## config.mk

```make
export PLATFORM = sky130hd
export DESIGN_NAME = f7_frame_accum_flat
export DESIGN_NICKNAME = d
export VERILOG_FILES = /design/src/rtl/f7_frame_accum_pkg.sv /design/src/rtl/f7_frame_accum_if.sv /design/src/rtl/f7_frame_accum_decode_reg.sv /design/src/rtl/f7_frame_accum.sv /design/src/flat_wrapper.sv
export SDC_FILE = /design/constraint.sdc
export NUM_CORES = 1
export LEC_CHECK = 0
export ABC_CLOCK_PERIOD_IN_PS = 3600
export CORE_ASPECT_RATIO = 0.8
export CORE_UTILIZATION = 55
export CTS_CLUSTER_DIAMETER = 40
export CTS_CLUSTER_SIZE = 30
export DETAILED_ROUTE_END_ITERATION = 10
export PLACE_DENSITY = 0.79
export SETUP_SLACK_MARGIN = 0.15
export SLEW_MARGIN = 15
export SYNTH_ARGS = -nofsm -noshare
export SYNTH_HDL_FRONTEND = slang
export SYNTH_SLANG_ARGS = --single-unit
export TNS_END_PERCENT = 30
```

## constraint.sdc

```tcl
create_clock -name clk -period 3.6 [get_ports clk]
set_clock_uncertainty 0.1 [all_clocks]
set_input_delay 0.72 -clock clk [delete_from_list [all_inputs] [get_ports clk]]
set_output_delay 0.72 -clock clk [all_outputs]
set_load 0.05 [all_outputs]
```

## src/rtl/f7_frame_accum_pkg.sv

```systemverilog
// Shared definitions for the 7-bit float frame accumulator: field widths,
// FSM state type and the float-to-integer decode used by stage 1.
package f7_pkg;

  localparam int F7_EXP_W = 3;
  localparam int F7_MAN_W = 4;
  localparam int F7_INT_W = 11;
  localparam int F7_W     = F7_EXP_W + F7_MAN_W;

  typedef enum logic [1:0] {
    ACCUM = 2'd0,
    DRAIN = 2'd1,
    HOLD  = 2'd2
  } state_e;

  // Exponent 0 is a denormal (plain mantissa); otherwise the hidden one is restored.
  function automatic logic [F7_INT_W-1:0] f7_decode(input logic [F7_W-1:0] f);
    logic [F7_EXP_W-1:0] e;
    logic [F7_MAN_W-1:0] m;
    logic [F7_INT_W-1:0] mant_ext;
    e = f[F7_W-1:F7_MAN_W];
    m = f[F7_MAN_W-1:0];
    mant_ext = {{(F7_INT_W-F7_MAN_W-1){1'b0}}, 1'b1, m};
    if (e == '0) begin
      f7_decode = {{(F7_INT_W-F7_MAN_W){1'b0}}, m};
    end else begin
      f7_decode = mant_ext << (e - 3'd1);
    end
  endfunction

endpackage

```

## src/rtl/f7_frame_accum_if.sv

```systemverilog
// Sample input stream and per-frame record output of the frame accumulator.
// The slave modport is the accumulator side, master is the producer/consumer side.
interface f7_frame_accum_if #(
  parameter int SUM_W = 18,
  parameter int CNT_W = 9
);
  import f7_pkg::*;

  logic              in_valid;
  logic              in_ready;
  logic [F7_W-1:0]   in_float;
  logic              in_last;
  logic              out_valid;
  logic              out_ready;
  logic [SUM_W-1:0]  out_sum;
  logic [CNT_W-1:0]  out_count;
  logic              out_sat;
  logic              out_trunc;

  modport slave (
    input  in_valid, in_float, in_last, out_ready,
    output in_ready, out_valid, out_sum, out_count, out_sat, out_trunc
  );

  modport master (
    output in_valid, in_float, in_last, out_ready,
    input  in_ready, out_valid, out_sum, out_count, out_sat, out_trunc
  );

endinterface

```

## src/rtl/f7_frame_accum_decode_reg.sv

```systemverilog
// Stage 1: decodes an accepted float to its 11-bit magnitude and registers it
// together with the frame-closing tags.
module f7_decode_reg
  import f7_pkg::*;
(
  input  logic                clk,
  input  logic                rst_n,
  input  logic                accept,
  input  logic [F7_W-1:0]     in_float,
  input  logic                in_last,
  input  logic                trunc_tag,
  output logic                s1_valid_q,
  output logic [F7_INT_W-1:0] s1_value_q,
  output logic                s1_last_q,
  output logic                s1_trunc_q
);

  logic                s1_valid_d;
  logic [F7_INT_W-1:0] s1_value_d;
  logic                s1_last_d;
  logic                s1_trunc_d;

  always_comb begin
    s1_valid_d = accept;
    s1_value_d = s1_value_q;
    s1_last_d  = s1_last_q;
    s1_trunc_d = s1_trunc_q;
    if (accept) begin
      s1_value_d = f7_decode(in_float);
      s1_last_d  = in_last;
      s1_trunc_d = trunc_tag;
    end
  end

  always_ff @(posedge clk or negedge rst_n) begin
    if (!rst_n) begin
      s1_valid_q <= 1'b0;
      s1_value_q <= '0;
      s1_last_q  <= 1'b0;
      s1_trunc_q <= 1'b0;
    end else begin
      s1_valid_q <= s1_valid_d;
      s1_value_q <= s1_value_d;
      s1_last_q  <= s1_last_d;
      s1_trunc_q <= s1_trunc_d;
    end
  end

endmodule

```

## src/rtl/f7_frame_accum.sv

```systemverilog
// Frame accumulator: sums decoded 7-bit floats over a frame (closed by in_last
// or MAX_FRAME samples) and emits one saturated {sum, count, flags} record.
module f7_frame_accum
  import f7_pkg::*;
#(
  parameter int SUM_W     = 18,
  parameter int MAX_FRAME = 256,
  parameter int CNT_W     = 9
) (
  input logic             clk,
  input logic             rst_n,
  f7_frame_accum_if.slave bus
);

  localparam int SUM_W1 = SUM_W + 1;

  state_e              state_q, state_d;
  logic                in_ready_q, in_ready_d;
  logic                out_valid_q, out_valid_d;
  logic [CNT_W-1:0]    cnt_q, cnt_d;
  logic [SUM_W-1:0]    sum_q, sum_d;
  logic                sat_q, sat_d;
  logic [SUM_W-1:0]    out_sum_q, out_sum_d;
  logic [CNT_W-1:0]    out_count_q, out_count_d;
  logic                out_sat_q, out_sat_d;
  logic                out_trunc_q, out_trunc_d;

  logic                accept;
  logic [CNT_W-1:0]    cnt_inc;
  logic                hit_max;
  logic                close_frame;
  logic                trunc_tag;

  logic                s1_valid;
  logic [F7_INT_W-1:0] s1_value;
  logic                s1_last;
  logic                s1_trunc;
  logic                frame_end;

  logic [SUM_W:0]      sum_wide;
  logic                add_ovf;
  logic [SUM_W-1:0]    sum_add;

  // The count is kept at accept time so the MAX_FRAME close can be tagged in stage 1.
  assign accept      = bus.in_valid & in_ready_q;
  assign cnt_inc     = cnt_q + 1'b1;
  assign hit_max     = (cnt_inc == CNT_W'(MAX_FRAME));
  assign close_frame = accept & (bus.in_last | hit_max);
  assign trunc_tag   = hit_max & ~bus.in_last;

  f7_decode_reg u_decode_reg (
    .clk        (clk),
    .rst_n      (rst_n),
    .accept     (accept),
    .in_float   (bus.in_float),
    .in_last    (bus.in_last),
    .trunc_tag  (trunc_tag),
    .s1_valid_q (s1_valid),
    .s1_value_q (s1_value),
    .s1_last_q  (s1_last),
    .s1_trunc_q (s1_trunc)
  );

  assign frame_end = s1_valid & (s1_last | s1_trunc);

  // Saturating add; once pinned at all-ones any further carry keeps it there.
  assign sum_wide = {1'b0, sum_q} + SUM_W1'(s1_value);
  assign add_ovf  = s1_valid & sum_wide[SUM_W];
  assign sum_add  = !s1_valid ? sum_q :
                    add_ovf   ? {SUM_W{1'b1}} : sum_wide[SUM_W-1:0];

  always_comb begin
    state_d     = state_q;
    in_ready_d  = in_ready_q;
    out_valid_d = out_valid_q;
    cnt_d       = cnt_q;
    sum_d       = sum_q;
    sat_d       = sat_q;
    out_sum_d   = out_sum_q;
    out_count_d = out_count_q;
    out_sat_d   = out_sat_q;
    out_trunc_d = out_trunc_q;
    if (accept) begin
      cnt_d = cnt_inc;
    end
    unique case (state_q)
      ACCUM: begin
        sum_d = sum_add;
        sat_d = sat_q | add_ovf;
        if (close_frame) begin
          state_d    = DRAIN;
          in_ready_d = 1'b0;
        end
      end
      DRAIN: begin
        if (frame_end) begin
          out_sum_d   = sum_add;
          out_count_d = cnt_q;
          out_sat_d   = sat_q | add_ovf;
          out_trunc_d = s1_trunc;
          out_valid_d = 1'b1;
          sum_d       = '0;
          sat_d       = 1'b0;
          cnt_d       = '0;
          state_d     = HOLD;
        end
      end
      HOLD: begin
        if (bus.out_ready) begin
          out_valid_d = 1'b0;
          out_sum_d   = '0;
          out_count_d = '0;
          out_sat_d   = 1'b0;
          out_trunc_d = 1'b0;
          in_ready_d  = 1'b1;
          state_d     = ACCUM;
        end
      end
      default: begin
        state_d    = ACCUM;
        in_ready_d = 1'b1;
      end
    endcase
  end

  always_ff @(posedge clk or negedge rst_n) begin
    if (!rst_n) begin
      state_q     <= ACCUM;
      in_ready_q  <= 1'b1;
      out_valid_q <= 1'b0;
      cnt_q       <= '0;
      sum_q       <= '0;
      sat_q       <= 1'b0;
      out_sum_q   <= '0;
      out_count_q <= '0;
      out_sat_q   <= 1'b0;
      out_trunc_q <= 1'b0;
    end else begin
      state_q     <= state_d;
      in_ready_q  <= in_ready_d;
      out_valid_q <= out_valid_d;
      cnt_q       <= cnt_d;
      sum_q       <= sum_d;
      sat_q       <= sat_d;
      out_sum_q   <= out_sum_d;
      out_count_q <= out_count_d;
      out_sat_q   <= out_sat_d;
      out_trunc_q <= out_trunc_d;
    end
  end

  assign bus.in_ready  = in_ready_q;
  assign bus.out_valid = out_valid_q;
  assign bus.out_sum   = out_sum_q;
  assign bus.out_count = out_count_q;
  assign bus.out_sat   = out_sat_q;
  assign bus.out_trunc = out_trunc_q;

endmodule

```

## src/flat_wrapper.sv

```systemverilog
// flat-port wrapper written by rule: the top's interface ports become plain ports
module f7_frame_accum_flat import f7_pkg::*;
#(
  parameter int SUM_W     = 18,
  parameter int MAX_FRAME = 256,
  parameter int CNT_W     = 9
)
  (clk, rst_n, bus_in_valid, bus_in_float, bus_in_last, bus_out_ready, bus_in_ready, bus_out_valid, bus_out_sum, bus_out_count, bus_out_sat, bus_out_trunc);
  f7_frame_accum_if #(.SUM_W(SUM_W), .CNT_W(CNT_W)) bus_i ();
  input logic clk;
  input logic rst_n;
  input wire logic [$bits(bus_i.in_valid)-1:0] bus_in_valid;
  input wire logic [$bits(bus_i.in_float)-1:0] bus_in_float;
  input wire logic [$bits(bus_i.in_last)-1:0] bus_in_last;
  input wire logic [$bits(bus_i.out_ready)-1:0] bus_out_ready;
  output wire logic [$bits(bus_i.in_ready)-1:0] bus_in_ready;
  output wire logic [$bits(bus_i.out_valid)-1:0] bus_out_valid;
  output wire logic [$bits(bus_i.out_sum)-1:0] bus_out_sum;
  output wire logic [$bits(bus_i.out_count)-1:0] bus_out_count;
  output wire logic [$bits(bus_i.out_sat)-1:0] bus_out_sat;
  output wire logic [$bits(bus_i.out_trunc)-1:0] bus_out_trunc;
  assign bus_i.in_valid = bus_in_valid;
  assign bus_i.in_float = bus_in_float;
  assign bus_i.in_last = bus_in_last;
  assign bus_i.out_ready = bus_out_ready;
  assign bus_in_ready = bus_i.in_ready;
  assign bus_out_valid = bus_i.out_valid;
  assign bus_out_sum = bus_i.out_sum;
  assign bus_out_count = bus_i.out_count;
  assign bus_out_sat = bus_i.out_sat;
  assign bus_out_trunc = bus_i.out_trunc;
  f7_frame_accum #(.SUM_W(SUM_W), .MAX_FRAME(MAX_FRAME), .CNT_W(CNT_W)) u_core (.clk(clk), .rst_n(rst_n), .bus(bus_i));
endmodule
```

# Word-level counts from Yosys, hierarchy flattened
# Index checks and enable logic that the tools add are counted.
# classes
mux,30
n_eq_ne,6
n_reduce_logical,8
add_sub_neg,3
n_bitwise,10
n_shift,1
# ops
cell,n
18-bit two-way mux,5
18-bit one-hot mux with 2 select lines,2
9-bit two-way mux,5
18-bit by 11-bit adder with 19-bit output,1
9-bit one-hot mux with 2 select lines,1
11-bit two-way mux,1
5-bit by 3-bit << shifter with 11-bit output,1
9-bit by 1-bit adder with 9-bit output (second input constant),1
9-bit equality test (second input constant),1
3-bit AND reduction,3
1-bit one-hot mux with 2 select lines,4
1-bit two-way mux,7
2-bit two-way mux,3
2-bit one-hot mux with 3 select lines,1
1-bit AND,5
2-bit by 1-bit != test with 1-bit output (second input constant),2
2-bit nonzero test,2
3-bit logical NOT,1
1-bit OR,3
1-bit one-hot mux with 3 select lines,1
3-bit by 1-bit subtractor with 3-bit output (second input constant),1
2-bit by 1-bit equality test with 1-bit output (second input constant),1
2-bit equality test (second input constant),1
2-bit logical NOT,1
3 further kinds,4
# word_totals
wordCells,72
register_bits,75
in_bits,12

# Longest topological paths before layout
# logic_depth
word_depth,6
mapped_depth,9
depth_no_buf,8

# Cells and area by module
# A second synthesis with hierarchy kept.
# unflattened
cells_unflattened,415
area_unflattened_um2,4055.1
# by_module_without_submodules
mod,area_per_inst_um2,n_inst,seq_area_each_um2,cells_each
f7_frame_accum,3269.4,1,1527.7,342
f7_decode_reg,785.8,1,350.3,73

# Worst setup path after synthesis
# OpenSTA, ideal clock, no wires.
# synth_timing
kind,register to register
from,register u_core.u_decode_reg.s1_value_q[0]
to,register u_core.sum_q[15]
path_stages_with_launch,10
t_arrival_ps,2364
period_less_slack_ps,2583
t_required_ps,3381
n_path_buf,1
setup_ps,119
slack_ps,1017
path_cell_list,dfrtp_1 ha_1 fa_1 a21o_1 a221oi_1 or3_1 a21o_1 buf_2 a41oi_1 o21a_1
# synth_between
elab_chain_len,5
# synth_rtl
element,line_no,rtl
from (decl),f7_frame_accum_decode_reg.sv:13,"output logic [F7_INT_W-1:0] s1_value_q,"
from (signal assigned),f7_frame_accum_decode_reg.sv:43,s1_value_q <= s1_value_d;
18-bit by 11-bit adder with 19-bit output *,f7_frame_accum.sv:67,"assign sum_wide = {1'b0, sum_q} + SUM_W1'(s1_value);"
1-bit AND,f7_frame_accum.sv:68,assign add_ovf = s1_valid & sum_wide[SUM_W];
18-bit two-way mux *,f7_frame_accum.sv:70,add_ovf ? {SUM_W{1'b1}} : sum_wide[SUM_W-1:0];
18-bit two-way mux *,f7_frame_accum.sv:69,assign sum_add = !s1_valid ? sum_q :
18-bit one-hot mux with 2 select lines *,f7_frame_accum.sv:86,unique case (state_q)
to (signal assigned),f7_frame_accum.sv:143,sum_q <= sum_d;
to (decl),f7_frame_accum.sv:21,"logic [SUM_W-1:0] sum_q, sum_d;"
# Mark *: on every way between the ends. The rest lies on a longest branch, timed or not.
# A chain may end at the register's enable or synchronous reset.

# Worst setup path after layout
# layout_timing
from,register u_core.sum_q[0]
to,"register u_core.out_sum_q[10], in the netlist u_core.bus.out_sum[10]"
# layout_between
elab_chain_len,6
# layout_rtl
element,line_no,rtl
18-bit by 11-bit adder with 19-bit output *,f7_frame_accum.sv:67,
1-bit AND,f7_frame_accum.sv:68,
18-bit two-way mux *,f7_frame_accum.sv:70,
18-bit two-way mux *,f7_frame_accum.sv:69,
18-bit two-way mux *,f7_frame_accum.sv:96,if (frame_end) begin
18-bit one-hot mux with 2 select lines *,f7_frame_accum.sv:86,
to (signal assigned),f7_frame_accum.sv:145,out_sum_q <= out_sum_d;
to (decl),f7_frame_accum.sv:23,"logic [SUM_W-1:0] out_sum_q, out_sum_d;"
# Mark *: on every way between the ends. The rest lies on a longest branch, timed or not. The select of a mux whose other input is x is not followed.

==> results.md <==
* Maximum fanout along the worst path at 4
* RSZ-0062 raised after global routing: no
* Crit path setup slack, layout at 0.590 ns
* Cell-internal power at roughly 2.2 mW
* CTS sink count at 75
* TritonCTS clock tree: yes
* CTS resizes at 0
* Pre-CTS setup slack at 0.463 ns
* Ant diodes at 0
* 1st-pass router iterations at 5
* CP max-delay cell: a221oi_1
* Flops & latches, synth at 75
* Setup TNS at 0 ns
* Critical path endpoint category: flop
* IO Pins at 43
* DR vias/cell at 5.93
* Switching Fraction at 0.439
* Initial antenna violation count at 0
* F_max at 332 MHz
* Peak per-stage delay on the critical path at 0.51 ns
* Power density cells at ~830 nW/um^2
* Clock latency reported for the late side of the worst-skew pair at 0.34 ns
* Initial DRC Count at 229
* H-tree Lvls at 3
* Sw Pwr at 1.70 mW
* Synth async-reset ratio at 1.00
* Logic gate share of total power at 0.486
* CP arrival at ~3.1 ns
* Setup-failing EPs final at 0
* Worst EP required at 3.69 ns
* IO buf count at 42
* CTS Buf Count at 9
* Number of enable flip-flop cells after synthesis at 0
* Reg power frac at 0.349
* Sequential fraction of the synthesis area at 0.470
* GRT Residual Overflow at 0
* Post-Synthesis Cells at 440
* Yosys top cell area share at 0.463
* Fraction of layout cells with a size suffix above 1 at 0.0716
* Layout area overhead at 16.7%
* Fin nets at ~500
* Setup CP Type: flop to flop
* Cell Rows at 27
* Post-CTS Hold Buffers at 0
* Routed len/inst at 15.6 um
* Most frequent cell after synthesis: dfrtp_1
* Yosys warnings at 0
* Global-route wire length before repair at 14.8 mm
* Leading area contributor after synthesis: dfrtp_1
* Number of global-route vias before repair at ~3100
* Crit path time final at 3.01 ns
* CTS root buf: clkbuf_8
* Worst-path cell chain: ha_1, fa_1, a21o_1, a221oi_1, o21ai_0, o22ai_1, xor2_1, a31oi_1
* Max-Cap Viols at 0
* Final wirelength at 8.76 mm
* Placed Instances at 547
* Power share of the clock group at 0.165
* HPWL Detailed at 6.24 mm
* Lkg Pwr at 2.13 nW
* Largest net degree at the start of global routing at 44
* Overall power at 3.88 mW
* Fin cells at 562
* Vias at 3331
* Outcome: completed
* Initial Util at 0.574
* Area contributors post-synth: dfrtp_1 (46%), nand3_1 (5.5%), o21ai_0 (4.9%)
* Maximum buffer depth of the clock tree at 2
* Core Util, Final at 0.670
* Antenna viol nets, final at 0
* Clock slew at reported path FFs at about 0.07 ns
* Measured slew at the worst slew-check pin at 1.16 ns
* Family with the most delay on the worst path: compound AO/OA/AOI/OAI gates
* Synth Cell Area at 4000 um^2
* Global placement routability congestion at 0.956
* DRC viols at 0
* Avg Inst Size Synth at 9.08 um^2
* GRT Total Usage at 0.243
* Die width at 97.3 um
* Commonest cells post-synth: dfrtp_1 (74), nand2_1 (52), nand3_1 (44), nor2_1 (43), o21ai_0 (39)
* Final Slew Violations at 0
* Cell variety after synth at 54
* Net Count, Synth at 467
* Tcrit/Tclk final at 0.836
* Post-synth top flop: dfrtp_1
* CP bufs+invs at 0
* HP Class: primary input to asynchronous set/reset pin
* Die area at 7610 um^2
* Maximum VDD drop at 0.460 mV
* Core area at 6960 um^2
* Setup Fix Bufs, Post-CTS at 0
* Chip height at 78.2 um
* Final hold vios at 0
* Relative slew slack at 0.222
* CP startpoint kind: flop
layer usage:
layer  GRT usage  up-vias  wire (um)
met5           0        -          0
met4      0.0779        0         92
met3      0.0427       13        491
met2       0.373      101       3930
met1       0.354     1586       4240
li1            -     1631          -
final timing paths:
kind / slack, ns / end / cells after the start / from
max: 0.59 / u_core.bus.out_sum[10]$_DFFE_PN0P_ / 8 / u_core.sum_q[0]$_DFFE_PN0P_
min: 0.35 / u_core.bus.out_sat$_DFFE_PN0P_ / 1 / rst_n
max reg2reg: 0.59 / u_core.bus.out_sum[10]$_DFFE_PN0P_ / 8 / u_core.sum_q[0]$_DFFE_PN0P_
min reg2reg: 0.37 / u_core.u_decode_reg.s1_last_q$_DFFE_PN0P_ / 2 / u_core.u_decode_reg.s1_last_q$_DFFE_PN0P_
max in group asynchronous: 2.36 / u_core.sum_q[8]$_DFFE_PN0P_ / 2 / rst_n
min in group clk: 0.37 / u_core.u_decode_reg.s1_last_q$_DFFE_PN0P_ / 2 / u_core.u_decode_reg.s1_last_q$_DFFE_PN0P_
cell usage in the layout, fill, tap and decap left out, drive strengths merged, types with 8 or more instances in the layout:
cell type / instances
clkbuf: 13
a21o: 8
dfrtp: 74
a21oi: 20
nand2: 53
clkdlybuf4s50: 41
a31oi: 15
xnor2: 16
ha: 14
nor2: 43
o21ai: 39
xor2: 8
nand3: 45
state kept, by name, indices dropped and copies added (netlist names):
register / count
u_core.bus.out_sat: 1
u_core.u_decode_reg.s1_trunc_q: 1
u_core.sat_q: 1
u_core.sum_q: 18
u_core.cnt_q: 9
u_core.bus.out_trunc: 1
u_core.bus.in_ready: 1
u_core.u_decode_reg.s1_value_q: 11
u_core.u_decode_reg.s1_last_q: 1
u_core.u_decode_reg.s1_valid_q: 1
u_core.bus.out_valid: 1
u_core.bus.out_sum: 18
u_core.bus.out_count: 9
u_core.state_q: 2
layout make-up:
type / instances / area (um^2)
Clock buffer: 13 / 159
Inverter: 7 / 26.3
Fill cell: 564 / 2300
Clock inverter: 2 / 35.0
Multi-Input combinational cell: 330 / 1980
Sequential cell: 75 / 1880
Tap cell: 87 / 109
Timing Repair Buffer: 48 / 473
cells by family after synthesis:
group	share of synthesized area
adders and majority gates	0.0488
muxes	0.0110
AOI/OAI and AO/OA	0.192
xor gates and xnor gates	0.0526
DFF	0.470
and+or+nand+nor	0.192
buffers and inverters	0.0338
per-stage QoR:
stage | area, um^2 | hold WS, ns
CTS | 4660 | 0.370
global placement | 4470 | 0.354
floorplan | 4000 | 0.324
finish | 4660 | 0.353
global route | 4660 | 0.403
detailed placement | 4470 | 0.357
worst register-to-register path, stage by stage, from the launching register on:
cell and delay, ns:
dfrtp_1 0.40, ha_1 0.23, fa_1 0.42, a21o_1 0.22, a221oi_1 0.51, o21ai_0 0.28
o22ai_1 0.26, xor2_1 0.31, a31oi_1 0.14
power by group through the flow:
stage / Sequential (mW) / Clock, mW / Combinational (mW)
6_report: 1.36 / 0.640 / 1.88
2_1_floorplan: 1.80 / 0 / 0.852
3_3_place_gp: 1.35 / 0 / 1.82
5_1_grt: 1.39 / 0.690 / 2.03
4_1_cts: 1.35 / 0.651 / 1.88
3_5_place_dp: 1.37 / 0 / 1.87
No activity file was read; power rests on OpenSTA's default activity.
